File: config.mk
export PLATFORM = sky130hd
export DESIGN_NAME = ch_uart_streamer_flat
export DESIGN_NICKNAME = d
export VERILOG_FILES = /design/src/rtl/ch_uart_streamer_if.sv /design/src/rtl/ch_uart_streamer.sv /design/src/flat_wrapper.sv
export SDC_FILE = /design/constraint.sdc
export NUM_CORES = 1
export LEC_CHECK = 0
export ABC_AREA = 0
export CORE_UTILIZATION = 67
export DETAILED_ROUTE_END_ITERATION = 6
export DONT_BUFFER_PORTS = 1
export HOLD_SLACK_MARGIN = 0.08
export PLACE_DENSITY = 0.84
export SYNTH_ARGS = -nofsm -noshare
export SYNTH_HDL_FRONTEND = slang
export SYNTH_SLANG_ARGS = --single-unit
File: constraint.sdc
create_clock -name clk40M -period 3.5 [get_ports clk40M]
set_input_delay 0.7 -clock clk40M [delete_from_list [all_inputs] [get_ports clk40M]]
set_output_delay 0.7 -clock clk40M [all_outputs]
set_load 0.02 [all_outputs]
File: src/rtl/ch_uart_streamer_if.sv
// rtl/ch_uart_streamer_if.sv - FIFO-read and UART-transmit handshake bundle for ch_uart_streamer
interface ch_uart_streamer_if #(
   parameter int NUM_CH = 4,
   parameter int DATA_W = 16
);
   logic [NUM_CH-1:0]        fifo_empty;
   logic [NUM_CH-1:0]        fifo_rd;
   logic [NUM_CH*DATA_W-1:0] fifo_data;
   logic [7:0]               tx_data;
   logic                     tx_start;
   logic                     tx_done;

   modport master (
      input  fifo_empty, fifo_data, tx_done,
      output fifo_rd, tx_data, tx_start
   );

   modport slave (
      output fifo_empty, fifo_data, tx_done,
      input  fifo_rd, tx_data, tx_start
   );
endinterface

File: src/rtl/ch_uart_streamer.sv
// rtl/ch_uart_streamer.sv - packs one word per channel into a byte frame for a UART transmitter
// Define CH_UART_STREAMER_HDR_EN to prefix every frame with HDR_BYTE.
module ch_uart_streamer #(
   parameter int         NUM_CH    = 4,
   parameter int         DATA_W    = 16,
   parameter int         MSB_FIRST = 0,
   parameter logic [7:0] HDR_BYTE  = 8'hA5
) (
   input  logic               clk40M,
   input  logic               nRst,
   input  logic               enable,
   ch_uart_streamer_if.master bus,
   output logic               busy,
   output logic [15:0]        frame_cnt
);
   localparam int BPW  = DATA_W / 8;
   localparam int CH_W = (NUM_CH > 1) ? $clog2(NUM_CH) : 1;
   localparam int BW_W = (BPW > 1) ? $clog2(BPW) : 1;

   typedef enum logic [2:0] {
      IDLE,
      LATCH,
`ifdef CH_UART_STREAMER_HDR_EN
      HDR,
`endif
      SEND,
      WAIT
   } state_t;

   state_t                   state, state_nx;
   logic [NUM_CH*DATA_W-1:0] shadow;
   logic [NUM_CH*DATA_W-1:0] shifted;
   logic [CH_W-1:0]          ch_idx;
   logic [BW_W-1:0]          bw_idx;
   logic [7:0]               tx_hold;
   logic [7:0]               cur_byte;
   logic [15:0]              frame_cnt_q;
   logic                     last_byte;
   int                       sel;
`ifdef CH_UART_STREAMER_HDR_EN
   logic                     hdr_phase;
`endif

   assign busy      = (state != IDLE);
   assign frame_cnt = frame_cnt_q;
   assign last_byte = (ch_idx == CH_W'(NUM_CH - 1)) && (bw_idx == BW_W'(BPW - 1));

   // Byte position within the word flips when the word goes out MSB first.
   always_comb begin
      sel      = (MSB_FIRST != 0) ? (BPW - 1 - int'(bw_idx)) : int'(bw_idx);
      shifted  = shadow >> (int'(ch_idx) * DATA_W + sel * 8);
      cur_byte = shifted[7:0];
   end

   always_ff @(posedge clk40M) begin
      if (!nRst) state <= IDLE;
      else       state <= state_nx;
   end

   always_comb begin
      state_nx     = state;
      bus.fifo_rd  = '0;
      bus.tx_start = 1'b0;
      bus.tx_data  = tx_hold;
      case (state)
         IDLE: begin
            if (nRst && enable && !(|bus.fifo_empty)) begin
               bus.fifo_rd = '1;
               state_nx    = LATCH;
            end
         end
`ifdef CH_UART_STREAMER_HDR_EN
         LATCH: state_nx = HDR;
         HDR: begin
            bus.tx_start = 1'b1;
            bus.tx_data  = HDR_BYTE;
            state_nx     = WAIT;
         end
`else
         LATCH: state_nx = SEND;
`endif
         SEND: begin
            bus.tx_start = 1'b1;
            bus.tx_data  = cur_byte;
            state_nx     = WAIT;
         end
         WAIT: begin
            if (bus.tx_done) begin
`ifdef CH_UART_STREAMER_HDR_EN
               if (hdr_phase)      state_nx = SEND;
               else
`endif
               if (last_byte)      state_nx = IDLE;
               else                state_nx = SEND;
            end
         end
         default: state_nx = IDLE;
      endcase
   end

   always_ff @(posedge clk40M) begin
      if (!nRst) begin
         shadow      <= '0;
         ch_idx      <= '0;
         bw_idx      <= '0;
         tx_hold     <= '0;
         frame_cnt_q <= '0;
`ifdef CH_UART_STREAMER_HDR_EN
         hdr_phase   <= 1'b0;
`endif
      end else begin
         case (state)
            LATCH: begin
               shadow <= bus.fifo_data;
               ch_idx <= '0;
               bw_idx <= '0;
            end
`ifdef CH_UART_STREAMER_HDR_EN
            HDR: begin
               tx_hold   <= HDR_BYTE;
               hdr_phase <= 1'b1;
            end
`endif
            SEND: tx_hold <= cur_byte;
            WAIT: begin
               if (bus.tx_done) begin
`ifdef CH_UART_STREAMER_HDR_EN
                  if (hdr_phase) hdr_phase <= 1'b0;
                  else
`endif
                  if (last_byte) begin
                     frame_cnt_q <= frame_cnt_q + 16'd1;
                  end else if (bw_idx == BW_W'(BPW - 1)) begin
                     bw_idx <= '0;
                     ch_idx <= ch_idx + CH_W'(1);
                  end else begin
                     bw_idx <= bw_idx + BW_W'(1);
                  end
               end
            end
            default: ;
         endcase
      end
   end
endmodule
File: src/flat_wrapper.sv
// flat-port wrapper written by rule: the top's interface ports become plain ports
module ch_uart_streamer_flat 
#(
   parameter int         NUM_CH    = 4,
   parameter int         DATA_W    = 16,
   parameter int         MSB_FIRST = 0,
   parameter logic [7:0] HDR_BYTE  = 8'hA5
)
  (clk40M, nRst, enable, busy, frame_cnt, bus_fifo_empty, bus_fifo_data, bus_tx_done, bus_fifo_rd, bus_tx_data, bus_tx_start);
  ch_uart_streamer_if #(.NUM_CH(NUM_CH), .DATA_W(DATA_W)) bus_i ();
  input  logic clk40M;
  input  logic nRst;
  input  logic enable;
  output logic busy;
  output logic [15:0] frame_cnt;
  input wire logic [$bits(bus_i.fifo_empty)-1:0] bus_fifo_empty;
  input wire logic [$bits(bus_i.fifo_data)-1:0] bus_fifo_data;
  input wire logic [$bits(bus_i.tx_done)-1:0] bus_tx_done;
  output wire logic [$bits(bus_i.fifo_rd)-1:0] bus_fifo_rd;
  output wire logic [$bits(bus_i.tx_data)-1:0] bus_tx_data;
  output wire logic [$bits(bus_i.tx_start)-1:0] bus_tx_start;
  assign bus_i.fifo_empty = bus_fifo_empty;
  assign bus_i.fifo_data = bus_fifo_data;
  assign bus_i.tx_done = bus_tx_done;
  assign bus_fifo_rd = bus_i.fifo_rd;
  assign bus_tx_data = bus_i.tx_data;
  assign bus_tx_start = bus_i.tx_start;
  ch_uart_streamer #(.NUM_CH(NUM_CH), .DATA_W(DATA_W), .MSB_FIRST(MSB_FIRST), .HDR_BYTE(HDR_BYTE)) u_core (.clk40M(clk40M), .nRst(nRst), .enable(enable), .bus(bus_i), .busy(busy), .frame_cnt(frame_cnt));
endmodule
== Word level (Yosys, flattened, before mapping) ==
Index checks and enable logic that the tools add are counted.
Storage, ports and cells
  register bits after elaboration: 94
  output and inout port bits: 30
  logic and storage cells: 47
Operators by class
  add/subtract/negate cells: 4
  shift operators: 1
  equal/unequal tests: 8
  muxes and demuxes: 16
  reduce and logical (&&, ||, !) cells: 12
Operators with widths (count)
  64-bit by 32-bit >> shifter with 8-bit output: 1
  16-bit by 1-bit adder with 16-bit output, second input constant: 1
  3-bit case mux with 4 select lines: 1
  2-bit two-way mux: 4
  4-bit two-way mux: 2
  8-bit two-way mux: 1
  6-bit by 4-bit adder with 7-bit output: 1
  3-bit by 2-bit equality test with 1-bit output, second input constant: 2
  3-bit two-way mux: 2
  3-bit AND reduction: 2
  1-bit two-way mux: 4
  2-bit by 1-bit inequality test with 1-bit output, second input constant: 2
  2-bit inequality test, second input constant: 2
  2-bit case mux with 2 select lines: 1
  4-bit AND reduction: 1
  4-bit OR reduction: 1
  3-bit by 1-bit equality test with 1-bit output, second input constant: 1
  1-bit logical AND: 3
  3-bit logical NOT: 1
  3-bit nonzero test: 1
  2-bit by 1-bit adder with 2-bit output, second input constant: 1
  2-bit equality test, second input constant: 1
  1-bit case mux with 2 select lines: 1
  2-bit AND reduction: 1
  other kinds (3): 3

== Logic depth before layout (Yosys ltp) ==
Gate-level depths: netlist of the first run.
  depth in word-level cells: 5
  gate-level depth with buffers: 6

== Least setup slack after synthesis of the first run ==
OpenSTA, ideal clock, no wires.
  kind: flip-flop to output port
  from: register u_core.ch_idx[0]
  to: output bus_tx_data[6]
  arrival time: 1745 ps
  setup slack: 1055 ps
  stages on the path, launching flop included: 7
  data required time: 2800 ps
  cell sequence: dfxtp_1 -> buf_2 -> buf_1 -> mux4_2 -> nor2b_1 -> a211oi_1 -> nor2_1
On the way
  cells in the longest elaborated chain, start to end: 3
RTL lines
  start: declaration: line ch_uart_streamer.sv:33  | logic [CH_W-1:0] ch_idx;
  start signal: assignment: line ch_uart_streamer.sv:135  | ch_idx <= ch_idx + CH_W'(1);
  6-bit by 4-bit adder with 7-bit output: line ch_uart_streamer.sv:51  | shifted = shadow >> (int'(ch_idx) * DATA_W + sel * 8);
  64-bit by 32-bit >> shifter with 8-bit output: line ch_uart_streamer.sv:51
  8-bit two-way mux: line ch_uart_streamer.sv:65  | case (state)
  end: declaration: line flat_wrapper.sv:20  | output wire logic [$bits(bus_i.tx_data)-1:0] bus_tx_data;
Every way passes these cells.

== Final worst setup path of the first run ==
  from: register u_core.bw_idx
  to: output bus_tx_data[7]
On the way
  cells in the longest elaborated chain, start to end: 3
RTL lines
  start: declaration: line ch_uart_streamer.sv:34  | logic [BW_W-1:0] bw_idx;
  start signal: assignment: line ch_uart_streamer.sv:137  | bw_idx <= bw_idx + BW_W'(1);
  6-bit by 4-bit adder with 7-bit output: line ch_uart_streamer.sv:51
  64-bit by 32-bit >> shifter with 8-bit output: line ch_uart_streamer.sv:51
  8-bit two-way mux: line ch_uart_streamer.sv:65
Every way passes these cells.

==> results, run 1 <==
- Of the available clock period, the critical path in the final layout requires 0.8520.
- The placed instances occupy a cell area of between 3000 and 4000 um2.
- The global-route wire length before repair is approximately 14000 um.
- Clock-pin slew was measured on the worst setup and hold paths at 0.09 ns.
- Total power for the finished layout comes to around 1.9 mW.
- The max-slew violation total from the final report is 0.
- The floorplan step defined a die boundary enclosing between 6000 and 7000 um2.
- Of the post-synthesis cell area, the dominant cell type holds 0.4659.
- The final period demand of the worst path is slightly below 3 ns.
- The initial detailed-routing violation count is 155.
- After clock tree synthesis, the repair step resized 0 gates.
- Compared with the post-synthesis result, the final layout area differs by 5.542%.
- In this design, the largest share of critical-path delay is due to multiplexers.
- The worst hold path belongs to the class flop to flop.
- The max-capacitance violation count is 0.
- The number of clock buffers added by TritonCTS is 9.
- The number of global-route vias before repair is 3070.
- Excluding fillers, the count of instances in the completed layout stands at 532.
- The antenna diode count is 0.
- The layout has between 400 and 500 filler cells.
- The clock latency on the worst-skew pair is 0.35 ns.
- The core area is ~5600 um2.
- The first-pass iteration count of the detailed router is 4.
- Counting every net in the synthesized netlist gives between 500 and 600.
- The primary flip-flop cell chosen by synthesis mapping is sky130_fd_sc_hd__dfxtp_1.
- The worst setup path is of the flop to output pin kind.
- The detailed-route wire length per cell is about 16 um.
- The count of input and output buffers is 0.
- The number of antenna violations at the first check in global routing was 0.
- The setup fix buffers added after clock tree synthesis is 0.
- The post-synthesis cell type with the largest combined area is sky130_fd_sc_hd__dfxtp_1.
- The clock passes through at most 2 buffers.
- The net count of the finished layout is approximately 530.
- The die height is slightly below 80 um.
- The placed wire-length estimate after detailed placement is ~6200 um.
- Setup violations remaining at the end of the flow were counted as 0.
- The number of vias in the routed layout is ~3200.
- Leaving out fill and tap cells, the most frequent cells in the layout are sky130_fd_sc_hd__nand2_1 (137), sky130_fd_sc_hd__dfxtp_1 (93), sky130_fd_sc_hd__a21oi_1 (65), sky130_fd_sc_hd__nor2_1 (33), sky130_fd_sc_hd__mux4_2 (16).
- The worst setup path is captured at an output pin.
- The synthesis-stage register bit count is 93.
- Setup repair after global routing left no endpoint under its margin.
- The detail route stage leaves a number of antenna-violating nets equal to 0.
- The number of distinct library cells after synthesis is 37.
- The floorplan step set the die width to around 79 um.
- For this run, the top clock speed supported by timing is around 340 MHz.
- The required time of the critical path is roughly 2.8 ns.
- The post-route cell area is between 4000 and 5000 um2.
- The critical path arrival is between 2 and 2.5 ns.
- The combined global-route utilization of all metal layers is 0.2966.
- The worst setup margin is just over 0.5 ns.
- Setup total negative slack on the finished layout was measured at 0 ns.
- The starting density of the core is 0.7084.
- Among all stages on the critical path, the largest delay is contributed by sky130_fd_sc_hd__mux4_2.
- For this run, the slowest stage of the critical path takes about 0.55 ns.
- In this run the tightest slew margin relative to its limit is 0.2138.
- Each instance of the synthesized netlist takes up on average 8.431 um2.
- The global-route congestion overflow total is 0.
- OpenSTA, run right after detailed placement, puts the worst setup slack at 0.8829 ns.
- After synthesis, the cell types taking the most area are sky130_fd_sc_hd__dfxtp_1 (47%), sky130_fd_sc_hd__nand2_1 (13%), sky130_fd_sc_hd__mux4_2 (9.0%), sky130_fd_sc_hd__a21oi_1 (8.1%), sky130_fd_sc_hd__nor2_1 (3.1%).
- The share of cells above drive strength 1 is 0.1000.
- Across all register-to-register paths, the minimum setup slack is roughly 1.3 ns.
- The cell area power density is roughly 450 nW/um2.
- Routability-driven placement finished with a final weighted congestion of between 0.8 and 0.9.
- The initialized floorplan defines 27 standard-cell rows.
- The TritonCTS clock tree is yes.
- The worst setup path is launched from a flop.
- In the routed layout, each cell is associated on average with a via count of ~6.1.
- The number of buffers inserted by hold repair at cts is 0.
- In this run, placement finished with an instance count of just over 500.
- The post-detailed-routing wire length is between 8000 and 9000 um.
- The measured slew at the worst slew-check pin is about 1.2 ns.
- The CTS sink count is 93.
- The flow ran to the end, and the final reports show no timing, DRC or antenna violations.
- In the routed design, unresolved DRC markers number 0.
- In this run the worst path has a maximum fanout of 19.
- The post-route core utilization is 0.7476.
- The count of final hold-check violations is 0.
- The count of boundary I/O pins is ~100.
- The root buffer cell is sky130_fd_sc_hd__clkbuf_8.
- Entering global routing, the biggest net connects 65 pins.
- The hold slack is approximately 0.46 ns.
- The fraction of synthesis flops using an asynchronous set or reset pin is 0.
- In this run the static leakage power is about 1.4 nW.
- The clock skew after layout is 0.006895 ns.
- The number of standard cells after synthesis is between 400 and 500.
- The portion of the post-synthesis area used by sequential elements is 0.4659.
- The library cell used most frequently in the layout, excluding fill and tap cells, is sky130_fd_sc_hd__nand2_1.
- The number of enable-type register cells in the synthesized netlist is 0.
- Walking the worst path, the cells encountered are buf_4 -> mux4_2 -> nor2b_1 -> a211oi_1 -> nor2_1.
- The count of buffering cells on the critical path with inverters included is 1.
- The worst vdd rail ir drop is 0.0003503 V.
- The H-tree generated during clock tree synthesis spans 3 levels.
- The area of the mapped netlist is about 4000 um2.
- During synthesis, Yosys emitted a total of 0 warnings.
[sequential cells by signal (all words and copies together) (netlist names)]
name              count
u_core.state          2
u_core.bw_idx         1
u_core.tx_hold        8
u_core.frame_cnt     16
u_core.ch_idx         2
u_core.shadow        64
[final timing paths]
path                                        endpoint  depth (start not counted)              start
worst min-delay path               u_core.shadow[37]                          2  u_core.shadow[37]
worst max register to register  u_core.frame_cnt[12]                          5   u_core.ch_idx[1]
worst min register to register     u_core.shadow[37]                          2  u_core.shadow[37]
worst max-delay path                  bus_tx_data[7]                          5      u_core.bw_idx
[area by class of cell]
cell class	count	area, um2	area share
well taps	72	90.09	0.02136
inverters	7	26.28	0.006230
clock buffers	14	182.7	0.04331
multi-input cells	339	1968	0.4666
clock inverters	2	38.79	0.009196
repair buffers	5	50.05	0.01187
flip-flops and latches	93	1862	0.4414
[where the power goes]
part / switching [mW] / leakage [nW] / internal (mW)
registers: 0.00567 / 0.749 / 1.07
clock network: 0.359 / 0.113 / 0.410
logic: 0.0406 / 0.558 / 0.0160
total: 0.406 / 1.42 / 1.49
[metal layers]
layer | wire length (um) | vias up | GRT usage
li1 | - | 1566 | -
met1 | 3591 | 1550 | 0.3634
met2 | 4354 | 103 | 0.4836
met3 | 684 | 15 | 0.09655
met4 | 138 | 0 | 0.1145
met5 | 0 | - | 0
[worst register-to-register path, cell delays in order (launching register included)]
cell	delay (ns)
sky130_fd_sc_hd__dfxtp_1	0.75
sky130_fd_sc_hd__ha_1	0.34
sky130_fd_sc_hd__nand3_1	0.22
sky130_fd_sc_hd__nor4_1	0.44
sky130_fd_sc_hd__nand4_1	0.19
sky130_fd_sc_hd__mux2i_1	0.16
[synthesized netlist by cell type (3+ instances only)]
cell	count
sky130_fd_sc_hd__a211oi_1	9
sky130_fd_sc_hd__a21oi_1	65
sky130_fd_sc_hd__buf_2	6
sky130_fd_sc_hd__buf_4	3
sky130_fd_sc_hd__clkbuf_1	25
sky130_fd_sc_hd__clkinv_1	3
sky130_fd_sc_hd__dfxtp_1	93
sky130_fd_sc_hd__inv_1	4
sky130_fd_sc_hd__mux2i_1	6
sky130_fd_sc_hd__mux4_2	16
sky130_fd_sc_hd__nand2_1	137
sky130_fd_sc_hd__nand2b_1	6
sky130_fd_sc_hd__nand3_1	6
sky130_fd_sc_hd__nand4_1	4
sky130_fd_sc_hd__nor2_1	33
sky130_fd_sc_hd__nor2b_1	9
sky130_fd_sc_hd__nor3_1	12
sky130_fd_sc_hd__nor4_1	5
sky130_fd_sc_hd__xnor2_1	7
[cells by family after synthesis]
kind of cell    share of synthesized area
mux                                0.1052
xor+xnor                          0.01973
buf+inv                           0.04414
flops                              0.4659
compound gates                     0.1099
simple gates                       0.2489
fa+ha+maj                        0.006261
Power figures use the tool's default switching activity.
==> run 2, diff against run 1 <==
--- a/config.mk
+++ b/config.mk
@@ -11,6 +11,7 @@
 export DONT_BUFFER_PORTS = 1
 export HOLD_SLACK_MARGIN = 0.08
 export PLACE_DENSITY = 0.84
+export SKIP_CTS_REPAIR_TIMING = 1
 export SYNTH_ARGS = -nofsm -noshare
 export SYNTH_HDL_FRONTEND = slang
 export SYNTH_SLANG_ARGS = --single-unit
==> results of run 2 <==
Same layout as run 1: the final DEF is identical, and so are final timing and power.
